### src/rtl/mul_sequencer.sv
// Iterative shift-and-add multiplier driving the shared ALU adder.
// Optional MUL_EARLY_EXIT_EN: finish as soon as the multiplier runs out of ones.
module mul_sequencer #(
    parameter int WIDTH = 24
) (
    input  logic             clk,
    input  logic             rst_n,
    input  logic             start,
    input  logic [WIDTH-1:0] op_a,
    input  logic [WIDTH-1:0] op_b,
    output logic             busy,
    output logic             done,
    output logic [WIDTH-1:0] product,
    output logic             alu_req,
    input  logic             alu_gnt,
    output logic [WIDTH-1:0] alu_a,
    output logic [WIDTH-1:0] alu_b,
    output logic [3:0]       alu_operation,
    output logic             alu_bnegate,
    input  logic [WIDTH-1:0] alu_result
);

    localparam int CW = $clog2(WIDTH + 1);
    localparam logic [CW-1:0] LAST = CW'(WIDTH - 1);

    typedef enum logic [1:0] {
        IDLE,
        RUN,
        DONE
    } state_t;

    state_t           state_q, state_d;
    logic [WIDTH-1:0] acc_q, acc_d;
    logic [WIDTH-1:0] mcand_q, mcand_d;
    logic [WIDTH-1:0] mplier_q, mplier_d;
    logic [CW-1:0]    cnt_q, cnt_d;

    always_ff @(posedge clk or negedge rst_n) begin
        if (!rst_n) begin
            state_q  <= IDLE;
            acc_q    <= '0;
            mcand_q  <= '0;
            mplier_q <= '0;
            cnt_q    <= '0;
        end else begin
            state_q  <= state_d;
            acc_q    <= acc_d;
            mcand_q  <= mcand_d;
            mplier_q <= mplier_d;
            cnt_q    <= cnt_d;
        end
    end

    always_comb begin
        state_d  = state_q;
        acc_d    = acc_q;
        mcand_d  = mcand_q;
        mplier_d = mplier_q;
        cnt_d    = cnt_q;
        busy     = 1'b0;
        done     = 1'b0;
        unique case (state_q)
            IDLE: begin
                if (start) begin
                    acc_d    = '0;
                    mcand_d  = op_a;
                    mplier_d = op_b;
                    cnt_d    = '0;
                    state_d  = RUN;
                end
            end
            RUN: begin
                busy = 1'b1;
`ifdef MUL_EARLY_EXIT_EN
                if (mplier_q == '0) begin
                    state_d = DONE;
                end else
`endif
                if (alu_gnt) begin
                    if (mplier_q[0]) begin
                        acc_d = alu_result;
                    end
                    mcand_d  = {mcand_q[WIDTH-2:0], 1'b0};
                    mplier_d = {1'b0, mplier_q[WIDTH-1:1]};
                    cnt_d    = cnt_q + CW'(1);
                    if (cnt_q == LAST) begin
                        state_d = DONE;
                    end
                end
            end
            DONE: begin
                done    = 1'b1;
                state_d = IDLE;
            end
            default: state_d = IDLE;
        endcase
    end

    // alu_req follows the state register, so reset drops it immediately.
    assign alu_req       = busy;
    assign product       = acc_q;
    assign alu_a         = acc_q;
    assign alu_b         = mcand_q;
    assign alu_operation = 4'b0010;
    assign alu_bnegate   = 1'b0;

endmodule
### config.mk
export PLATFORM = sky130hd
export DESIGN_NAME = mul_sequencer
export DESIGN_NICKNAME = d
export VERILOG_FILES = /design/src/rtl/mul_sequencer.sv
export SDC_FILE = /design/constraint.sdc
export NUM_CORES = 1
export LEC_CHECK = 0
export BUFFER_PORTS_ARGS = -buffer_cell sky130_fd_sc_hd__buf_4
export CAP_MARGIN = 20
export CORE_MARGIN = 2
export CORE_UTILIZATION = 40
export DETAILED_ROUTE_END_ITERATION = 12
export PLACE_DENSITY = 0.68
export SKIP_CTS_REPAIR_TIMING = 1
export SLEW_MARGIN = 20
export SYNTH_ARGS = -nofsm -noshare
export SYNTH_HDL_FRONTEND = slang
export SYNTH_SLANG_ARGS = --single-unit
### constraint.sdc
create_clock -name clk -period 1.77 [get_ports clk]
set_clock_uncertainty 0.1 [all_clocks]
set_input_delay 0.0885 -clock clk [delete_from_list [all_inputs] [get_ports clk]]
set_output_delay 0.0885 -clock clk [all_outputs]
set_load 0.02 [all_outputs]
==> metrics list, run 1 <==
- The floorplan has 35 rows.
- The number of antenna violations at the first check in global routing was 0.
* Post-DP HPWL: around 6500 um
- Dpl cells: between 500 and 600
- Count of cells along the worst hold path: 3
* Mean cell area of the mapped netlist: ~12 sq um
* Largest fanout on the critical path: 30
- The run finished, with violations left.
- Across the run, the number of max-cap violations was 0.
- Entering global routing, the biggest net connects 42 pins.
- RSZ-0062 raised after global routing: yes
* Most instantiated flip-flop cell in the synthesis netlist: sky130_fd_sc_hd__dfrtp_1
- Dominant cell type by area after synthesis: sky130_fd_sc_hd__dfrtp_1
- Maximum achievable frequency: ~560 MHz
- First-pass GRT wire length: between 10000 and 15000 um
* Cells after Synth: roughly 330
* Count of final setup violators: 2
- Total Power: about 8.5 mW
* X dimension of the die: slightly above 100 um
- Reg-to-reg setup timing slack: ~0.010 ns
- Worst Tran Pin Value: approximately 0.66 ns
* Max-slew headroom at the worst pin: 0.560
- Counting instances in the post-synthesis netlist gives the leading cell types as 79 x sky130_fd_sc_hd__dfrtp_1, 45 x sky130_fd_sc_hd__mux2i_1, 41 x sky130_fd_sc_hd__nand3_1.
- Dividing the detail-routed wire length by the instance count gives approximately 15 um.
* Layout cells sized above 1: 0.375
- Fraction of registers with async set/reset: 1.00
- Total overflow reported by the global router: 0
* Worst Hold Endpoint: mplier_q[11]
- The critical path starts at state_q[1].
- With fillers left out, the area of the finished cells amounts to between 5000 and 6000 sq um.
- Final-report hold violation count: 5
- Count of flip-flops with a built-in enable after synthesis: 0
- CTS buffer count: 9
- Flops & latches, synth: 79
- Placer's final routability congestion estimate: between 0.7 and 0.8
* Minimum clock period: ~1.8 ns
- Ys Warns: 0
* Final Instance Count excl. Fillers: approximately 650
- Setup slack on the critical path of the routed design comes to -0.000939 ns.
- Area share of the largest cell type after synthesis: 0.520
* Worst VDD drop: 0.613 mV
- Clock latency on the worst-skew pair, taken at its later pin, is 0.34 ns.
- The worst setup path is of the reg2out kind.
- In this run the most critical hold path is launched from op_b[11].
- By area the synthesized netlist is led by sky130_fd_sc_hd__dfrtp_1 52%, sky130_fd_sc_hd__mux2i_1 12%, sky130_fd_sc_hd__buf_4 6.9%.
- Instance area after placement: a little under 5000 sq um
- In the global route stage, overall resource usage came out at 0.175.
- For this design the ratio of total power to cell area is 1500 nW/um^2.
- In the final timing run, aggregate negative setup slack is -0.00184 ns.
- Via count of the first global-routing pass: ~2700
- Reg-to-Reg End: alu_b[4]
- Critical path capture point type: output pin
- The count of pins over their slew limit was 0.
* Post-layout nets: 598
- The die covers 10300 sq um.
- In this run the count of I/O pins placed on the die edge is approximately 160.
* Area added between synthesis and finish: 49.8%
- Crit share post-route: 1.00
- R2r startpoint: state_q[0]
- Part of the Yosys area used for sequential elements: 0.520
- Summed over all cells, the static leakage comes to slightly below 3 nW.
- The longest clock path from root to sink contains 2 buffers.
- The cell sitting at the root of the clock tree is a sky130_fd_sc_hd__clkbuf_8.
* Clock tree from TritonCTS: yes
- After clock tree synthesis, the clock-pin slew on the worst setup and hold paths is 0.07 ns.
- Placeable core region: between 9000 and 10000 sq um
- Crit path required time: 1.58 ns
- For this block, the initial DRC count from the detailed router was 91.
* Final core utilization: 0.616
* Sink count of the clock tree: 79
- Tightest Hold Check Type: in2reg
- Number of cells traversed by the worst register-to-register path: 5
- Via-to-Cell Ratio: about 5
- The initial utilization of the core area, before any placement, comes to 0.411.
* H-tree levels: 3
- Before antenna repair, the detailed router went through 4 iterations.
- Number of library cell types mapped by synthesis: 34
- The number of antenna diodes in the final layout is 0.
- Across all layers, the routed design uses around 3200 vias.
- The most common cell in the synthesized netlist is sky130_fd_sc_hd__dfrtp_1.
- After synthesis the cells add up to between 3000 and 4000 sq um.
- Floorplan die height: 101 um
- Once detail routing completed, the nets flagged for antenna violations numbered 0.
- Port buffering added 150 buffers.
* Critical Path Start Type: register
- After detailed routing, the total wire length is between 9000 and 10000 um.
* Smallest hold slack: -0.0477 ns
- Failing checks: negative hold slack, negative setup slack
* Critical path data arrival time: 1.58 ns
- DR DRC count: 0
[report_power, final]
group	internal (mW)	leakage, nW	switching (mW)
clock network	0.533	0.0850	0.624
registers	2.57	1.03	0.609
logic	1.98	1.85	2.24
[routing by layer]
metal  wire length [um]  vias up  global-route usage
met4                 30        0              0.0405
met2               4660      132               0.273
li1                   -     1544                   -
met1               4610     1510               0.243
met3                700        6              0.0524
met5                  0        -                   0
[how the worst max path moves through the flow]
stage / end / slack [ns] / depth (start not counted)
after floorplan: alu_b[11] / 0.23 / 6
after CTS: busy / -0.16 / 4
final: busy / -0.0009 / 4
after global placement: mplier_q[2] / 0.04 / 5
after global routing: alu_b[3] / -0.10 / 5
after detailed placement: alu_b[22] / -0.02 / 5
[kinds of logic (layout without fill, tap and decap cells)]
| group | Yosys count | count (layout) | share of synthesized area |
|---|---|---|---|
| flops | 79 | 79 | 0.520 |
| buf+inv | 57 | 250 | 0.108 |
| xor+xnor | 1 | 1 | 0.00231 |
| simple gates | 65 | 65 | 0.105 |
| fa+ha+maj | 1 | 1 | 0.00329 |
| compound gates | 77 | 77 | 0.133 |
| other cells | 2 | 5 | 0.00198 |
| mux | 47 | 47 | 0.125 |
[flip-flops by register name, indices dropped and copies added (netlist names)]
name,flops
mplier_q,24
state_q,2
alu_a,24
alu_b,24
cnt_q,5
[through the flow]
| stage | setup WS, ns | hold WS (ns) |
|---|---|---|
| 5_1_grt | -0.104 | 0.000773 |
| 2_1_floorplan | 0.228 | -0.307 |
| 3_3_place_gp | 0.0393 | 0.00268 |
| 3_5_place_dp | -0.0191 | 0.00684 |
| 4_1_cts | -0.160 | -0.375 |
| 6_report | -0.000939 | -0.0477 |
[area by class of cell]
type / instances / area, sq um
fill: 741 / 3550
sequential: 79 / 1980
timing repair buffer: 234 / 1950
multi-input combinational: 196 / 1430
tap: 129 / 161
clock buffer: 11 / 141
clock inverter: 4 / 22.5
inverter: 1 / 3.75
[worst max-delay path: stages, from the launching register on]
cell                       delay [ns]
sky130_fd_sc_hd__dfrtp_1         0.37
sky130_fd_sc_hd__nand2b_2        0.19
sky130_fd_sc_hd__inv_2           0.12
sky130_fd_sc_hd__clkbuf_8        0.35
sky130_fd_sc_hd__buf_4           0.21
[layout by cell type, fill, tap and decap left out, types with 2 or more instances in the layout]
cell and instances:
sky130_fd_sc_hd__nand3_2 7, sky130_fd_sc_hd__o21ai_1 28, sky130_fd_sc_hd__mux2i_1 45, sky130_fd_sc_hd__nand2_1 4, sky130_fd_sc_hd__conb_1 5, sky130_fd_sc_hd__clkinv_2 3
sky130_fd_sc_hd__or4_1 2, sky130_fd_sc_hd__dfrtp_1 79, sky130_fd_sc_hd__clkbuf_8 11, sky130_fd_sc_hd__dlygate4sd3_1 68, sky130_fd_sc_hd__o21ai_0 19, sky130_fd_sc_hd__a22o_1 26
sky130_fd_sc_hd__o211ai_2 2, sky130_fd_sc_hd__buf_6 2, sky130_fd_sc_hd__buf_4 162, sky130_fd_sc_hd__nand3_1 41
(Power assumes the default switching activity.)
==> run 2: changes to the inputs <==
--- a/config.mk
+++ b/config.mk
@@ -10,6 +10,7 @@
 export CORE_MARGIN = 2
 export CORE_UTILIZATION = 40
 export DETAILED_ROUTE_END_ITERATION = 12
+export MAX_ROUTING_LAYER = met4
 export PLACE_DENSITY = 0.68
 export SKIP_CTS_REPAIR_TIMING = 1
 export SLEW_MARGIN = 20
==> run 2 against run 1 <==
The run still ends with negative hold slack, negative setup slack left. Combinational power barely moved. Worst hold slack got worse by 0.0025 ns. Critical path type unchanged. Sequential share of layout area did not move. Largest power group unchanged. Global-route usage rose by 0.55 points. Critical endpoint unchanged. Largest cell class unchanged.
==> metrics list, run 2 (synthesis gave the netlist of run 1 again) <==
* Result of the run: finished with violations
- The largest buffer count on any clock path was 2 (unchanged).
* CTS buffer count: 9 (unchanged)
- The critical path is of the reg2out type.
- Crit path required time: 1.58 ns (about the same)
* Total of buffers placed on input and output ports: 150 (unchanged)
* Power per standard cell area: 1500 nW/um^2 (-0.10%)
- STA classifies the critical path endpoint as an output pin.
- The remaining max-slew budget at the tightest pin was 0.560 (about the same).
* Placeable core region: 9240 sq um (unchanged)
- The relative contribution of the clock network to total power is 0.135 (about the same).
* H-tree levels: 3 (unchanged)
* Relative contribution of sequential cells to total power: 0.372 (about the same)
- Internal power consumption: 5.07 mW (about the same)
* Count of final setup violators: 2 (unchanged)
- # diodes: 0 (unchanged)
- Critical path data arrival time: 1.58 ns (about the same)
* Layout cells sized above 1: 0.375 (unchanged)
- The pin count of the biggest net entering global routing is 42 (unchanged).
- Standard cell with the maximum stage delay on the critical path: sky130_fd_sc_hd__dfrtp_1
- The total half-perimeter wirelength after legalization and detailed placement came to 6480 um (unchanged).
- Wirelength per Cell: 15.2 um (-0.66%)
* Critical Path Start Type: register
- The final reports fail on negative hold slack, negative setup slack.
* Overall routed net length: 9930 um (-0.66%)
- The time the worst path needs with I/O delays and setup is 1.77 ns (+0.00230 ns).
* Maximum achievable frequency: 564 MHz (-0.13%)
* Worst VDD drop: 0.614 mV (+0.23%)
- Antenna Violating Nets Remaining: 0 (unchanged)
* Clock slew seen by the registers of the worst setup and hold paths: 0.07 ns (about the same)
- The number of global-route vias before repair came to 2756 (+0.44%).
- Routed via count: 3206 (+0.44%)
* Floorplan die height: 101 um (unchanged)
- Traced cell by cell, the critical path runs through nand2b_2, inv_2, clkbuf_8, buf_4.
- The global router's overall resource usage came to 0.181 (+0.00550).
* Tightest Hold Check Type: in2reg
* Number of maximum-capacitance constraint violations: 0 (unchanged)
- DRT Pass-1 Iters: 4 (unchanged)
* Crit share post-route: 1.00 (+0.00130)
* Smallest hold slack: -0.0502 ns (-0.00250 ns)
- DR DRC count: 0 (unchanged)
- Worst Tran Pin Value: 0.658 ns (-0.000644 ns)
- Via-to-Cell Ratio: 4.90 (+0.44%)
- Setup slack of the critical path after layout: -0.00324 ns (-0.00230 ns)
- Post-layout nets: 598 (unchanged)
* Buffer type at the clock tree root: sky130_fd_sc_hd__clkbuf_8
- The total leakage power is 2.96 nW (unchanged).
- Antenna violations before repair: 0 (unchanged)
* Final Instance Count excl. Fillers: 654 (unchanged)
- Io pins: 156 (unchanged)
* Top library cells by usage in the layout, fill and taps aside: 162 x sky130_fd_sc_hd__buf_4, 79 x sky130_fd_sc_hd__dfrtp_1, 68 x sky130_fd_sc_hd__dlygate4sd3_1
- Initial Utilization: 0.411 (unchanged)
- X dimension of the die: 101 um (unchanged)
- The count of pins over their slew limit was 0 (unchanged).
- The number of placement rows was 35 (unchanged).
* Total overflow reported by the global router: 0 (unchanged)
- The cell count after placement is 571 (unchanged).
- The maximum fanout count along the critical path was 30 (unchanged).
* Final-report hold violation count: 5 (unchanged)
- Skew-Pair Late Insertion Delay: 0.34 ns (about the same)
- Overall die area: 10300 sq um (unchanged)
* Psw: 3.46 mW (-0.26%)
- The routability congestion estimate from global placement was 0.795 (+1.4%).
- The library cell used most frequently in the layout, excluding fill and tap cells, is sky130_fd_sc_hd__buf_4.
- Clock tree from TritonCTS: yes
- The number of sinks handled by clock tree synthesis was 79 (unchanged).
- Area added between synthesis and finish: 49.8% (unchanged)
- The switching part of the total was 0.405 (-0.000629).
* RSZ-0062 raised after global routing: yes
- The combinational fraction of design power was 0.493 (about the same).
- Critical path's largest stage delay: 0.37 ns (about the same)
- Starting DRC count in detailed routing: 99 (+8.8%)
- First-pass GRT wire length: 14000 um (-0.19%)
[run 2: cell counts in the layout (fill, tap and decap cells not counted)]
Identical to the previous run, type by type.
[run 2: metal layers]
layer  global-route usage  part of all wire  up-vias
met5                    -                 0        -
met4               0.0530            0.0091        0
met3               0.0359             0.062        8
met2                0.273              0.47      135
met1                0.248              0.46     1515
li1                     -                 -     1548
[run 2: worst max-delay path, delay by kind of cell (launching register included)]
family / cells / cell delay (ns)
buffers and inverters: 3 / 0.67
DFF: 1 / 0.37
and+or+nand+nor: 1 / 0.19
[run 2: power by group through the flow]
stage,clock network (mW),logic (mW),registers [mW]
2_1_floorplan,0,2.26,3.66
3_3_place_gp,0,4.03,3.17
3_5_place_dp,0,4.08,3.19
4_1_cts,1.20,4.09,3.16
5_1_grt,1.27,4.55,3.27
6_report,1.15,4.20,3.17
[run 2: path summary, 6_finish.rpt]
kind,from,end,slack [ns],cells after the start
max,state_q[1],busy,-0.003,4
min,op_b[11],mplier_q[11],-0.05,3
max reg2reg,state_q[0],alu_b[4],0.01,5
min reg2reg,mplier_q[1],mplier_q[1],0.41,2
max in group asynchronous,rst_n,alu_b[0],0.78,3
min in group asynchronous,rst_n,alu_b[7],0.17,2
[run 2: area by class of cell]
type	count	area [sq um]
multi-input cells	196	1430
well taps	129	161
flip-flops and latches	79	1980
clock inverters	4	22.5
fillers	741	3550
repair buffers	234	1950
clock buffers	11	141
inverters	1	3.75
[run 2: stage by stage]
| step | total power, mW | setup slack (ns) | instance area (sq um) | utilization | TNS (ns) |
|---|---|---|---|---|---|
| floorplan | 5.92 | 0.228 | 3810 | - | 0 |
| global placement | 7.20 | 0.0393 | 4830 | 0.523 | 0 |
| detailed placement | 7.27 | -0.0191 | 4830 | 0.523 | -0.0270 |
| CTS | 8.45 | -0.160 | 5000 | 0.541 | -0.335 |
| global route | 9.09 | -0.102 | 5690 | 0.616 | -1.50 |
| finish | 8.53 | -0.00324 | 5690 | 0.616 | -0.00589 |
==> run 3: changes to the inputs <==
--- a/config.mk
+++ b/config.mk
@@ -12,6 +12,7 @@
 export DETAILED_ROUTE_END_ITERATION = 12
 export MAX_ROUTING_LAYER = met4
 export PLACE_DENSITY = 0.68
+export SETUP_SLACK_MARGIN = 0.2
 export SKIP_CTS_REPAIR_TIMING = 1
 export SLEW_MARGIN = 20
 export SYNTH_ARGS = -nofsm -noshare
==> run 3 against run 2 <==
The flow finishes with violations (negative hold slack). Flip-flop and latch count did not move. Worst hold slack better by 0.019 ns. Global-route usage did not move. Non-clock buffer count is 17 higher. Critical path depth increased by 1. Fmax grew 13%. Sequential share of layout area decreased by 1.6 points. Cell count is 2.9% higher. Sequential power barely moved.
==> metrics list, run 3 (synthesis gave the netlist of run 1 again) <==
- The number of detailed-routing iterations run before antenna repair was 4 (unchanged).
- The time the worst path needs with I/O delays and setup was 1.56 ns (-0.210 ns).
- Most common cell type on the critical path: sky130_fd_sc_hd__buf_6
- The global router's overall resource usage is 0.181 (unchanged).
* Standard cell with the maximum stage delay on the critical path: sky130_fd_sc_hd__dfrtp_1
- The met2 demand-to-capacity share in global routing came to 0.273 (unchanged).
- The share of the core filled with cells was 0.645 (+0.0294).
* Max-slew headroom at the worst pin: 0.638 (+0.0776)
* Area of all placed cells without fillers: 5960 sq um (+4.8%)
- RSZ-0062 raised after global routing: yes
* Count of final setup violators: 0 (-2)
- The die span in x was 101 um (unchanged).
* Overall routed net length: 10600 um (+6.8%)
- Post-layout nets: 617 (+3.2%)
- Clock tree from TritonCTS: yes
- The arrival time at the worst endpoint was 1.69 ns (+0.11 ns).
- CTS buffer count: 9 (unchanged)
- The post-detailed-route count of antenna-violating nets was 0 (unchanged).
- Buffer type at the clock tree root: sky130_fd_sc_hd__clkbuf_8
* Sink count of the clock tree: 79 (unchanged)
- Post-Route Setup TNS: 0 ns (+0.00589 ns)
- Most frequent standard cell in the layout excluding fill and tap cells: sky130_fd_sc_hd__buf_4
- Initial Utilization: 0.411 (unchanged)
- The number of antenna cells inserted was 0 (unchanged).
- The total half-perimeter wirelength after legalization and detailed placement is 6480 um (unchanged).
* Power per standard cell area: 1470 nW/um^2 (-1.7%)
* Smallest hold slack: -0.0316 ns (+0.0186 ns)
- The number of remaining DRC errors was 0 (unchanged).
- The number of max-cap violations is 0 (unchanged).
- LEAKAGE: 3.09 nW (+4.4%)
- The transition time at the pin with the least slew margin came to 0.543 ns (-0.115 ns).
- The share of the clock period used by the worst path after layout is 0.883 (-0.119).
- The maximum fanout count along the critical path is 12 (-60%).
* CTS Buffer Depth: 2 (unchanged)
- The number of global-route vias before repair was 2756 (unchanged).
- Area added between synthesis and finish: 56.9%
- The chip height came to 101 um (unchanged).
- Top library cells by usage in the layout, fill and taps aside: 165 x sky130_fd_sc_hd__buf_4, 79 x sky130_fd_sc_hd__dfrtp_1, 72 x sky130_fd_sc_hd__dlygate4sd3_1
- Instance area after placement: 4830 sq um (unchanged)
- The wire length per cell after detailed routing is 15.8 um (+3.8%).
- The pin count of the biggest net entering global routing is 42 (unchanged).
- Category of the critical setup timing path: reg2reg
- Via-to-Cell Ratio: 4.97 (+1.4%)
* Fraction of met3 tracks used by global routing: 0.0359 (unchanged)
* Starting DRC count in detailed routing: 128 (+29%)
* Total of buffers placed on input and output ports: 150 (unchanged)
* Io pins: 156 (unchanged)
- Placer's final routability congestion estimate: 0.795 (unchanged)
- The critical path goes through buf_6, nor3b_4, buf_6, nor2_4, a22o_1.
- The filler cell count in the final layout was 712 (-3.9%).
- The total congestion overflow after global routing was 0 (unchanged).
- Overall die area: 10300 sq um (unchanged)
- Core Rows: 35 (unchanged)
- GR met1 Demand/Resource: 0.248 (unchanged)
* Final-report hold violation count: 1 (-4)
- First-pass GRT wire length: 14000 um (unchanged)
- Critical path's largest stage delay: 0.43 ns (+0.06 ns)
- The checks that failed: negative hold slack.
- The run finished, with violations left.
- The count of pins over their slew limit is 0 (unchanged).
* Worst VDD drop: 0.724 mV (+18%)
* Skew-Pair Late Insertion Delay: 0.34 ns (about the same)
- Clock slew seen by the registers of the worst setup and hold paths: 0.08 ns (about the same)
* Layout cells sized above 1: 0.392 (+0.0163)
* Tightest Hold Check Type: in2reg
- The core outline area came to 9240 sq um (unchanged).
- Maximum achievable frequency: 640 MHz (+13%)
- The global routing stage identified its most utilized layer as met2.
* Critical Path Start Type: register
- The worst setup path is captured at a register.
- The count of vias placed by the detailed router came to 3344 (+4.3%).
- Crit path required time: 1.90 ns (+0.32 ns)
- H-tree levels: 3 (unchanged)
* Antenna violations before repair: 0 (unchanged)
-- run 3: cell types whose count changed in the layout (fill, tap and decap cells not counted), sizes merged --
cell,before,now
a21oi,1,2
buf,165,177
clkbuf,12,13
dlygate4sd3,68,72
nor2,2,3
-- run 3: path summary, 6_finish.rpt --
kind,cells past startpoint,slack (ns),startpoint,to
max,5,0.21,state_q[0],alu_a[11]
min,3,-0.03,op_b[5],mplier_q[5]
max reg2reg,5,0.21,state_q[0],alu_a[11]
min reg2reg,2,0.41,mplier_q[1],mplier_q[1]
max in group asynchronous,3,0.78,rst_n,cnt_q[0]
min in group asynchronous,2,0.17,rst_n,alu_b[7]
-- run 3: power breakdown --
part / leakage, nW / switching [mW] / internal (mW)
Clock: 0.0850 / 0.619 / 0.533
Sequential: 1.03 / 0.611 / 2.57
Combinational: 1.98 / 2.32 / 2.15
-- run 3: area by class of cell --
cell class | count | area [sq um] | share of cell area
clock inverters | 4 | 22.5 | 0.00378
clock buffers | 11 | 141 | 0.0237
repair buffers | 251 | 2190 | 0.367
well taps | 129 | 161 | 0.0271
flip-flops and latches | 79 | 1980 | 0.332
multi-input cells | 198 | 1460 | 0.245
inverters | 1 | 8.76 | 0.00147
-- run 3: metal layers --
layer  wire (um)  vias up
li1            -     1591
met1        4860     1600
met2        5030      147
met3         641        6
met4          74        0
met5           0        -
-- run 3: critical path: cells and delay by family, from the launching register on --
kind	cells	cell delay, ns
AOI/OAI and AO/OA	1	0.20
and+or+nand+nor	2	0.37
buffers and inverters	2	0.34
DFF	1	0.43
-- run 3: stage by stage --
step	cells	power (mW)	setup slack, ns
global placement	571	7.20	0.0393
CTS	586	8.45	-0.160
global route	673	9.35	0.146
floorplan	332	5.92	0.228
finish	673	8.79	0.207
detailed placement	571	7.27	-0.0191
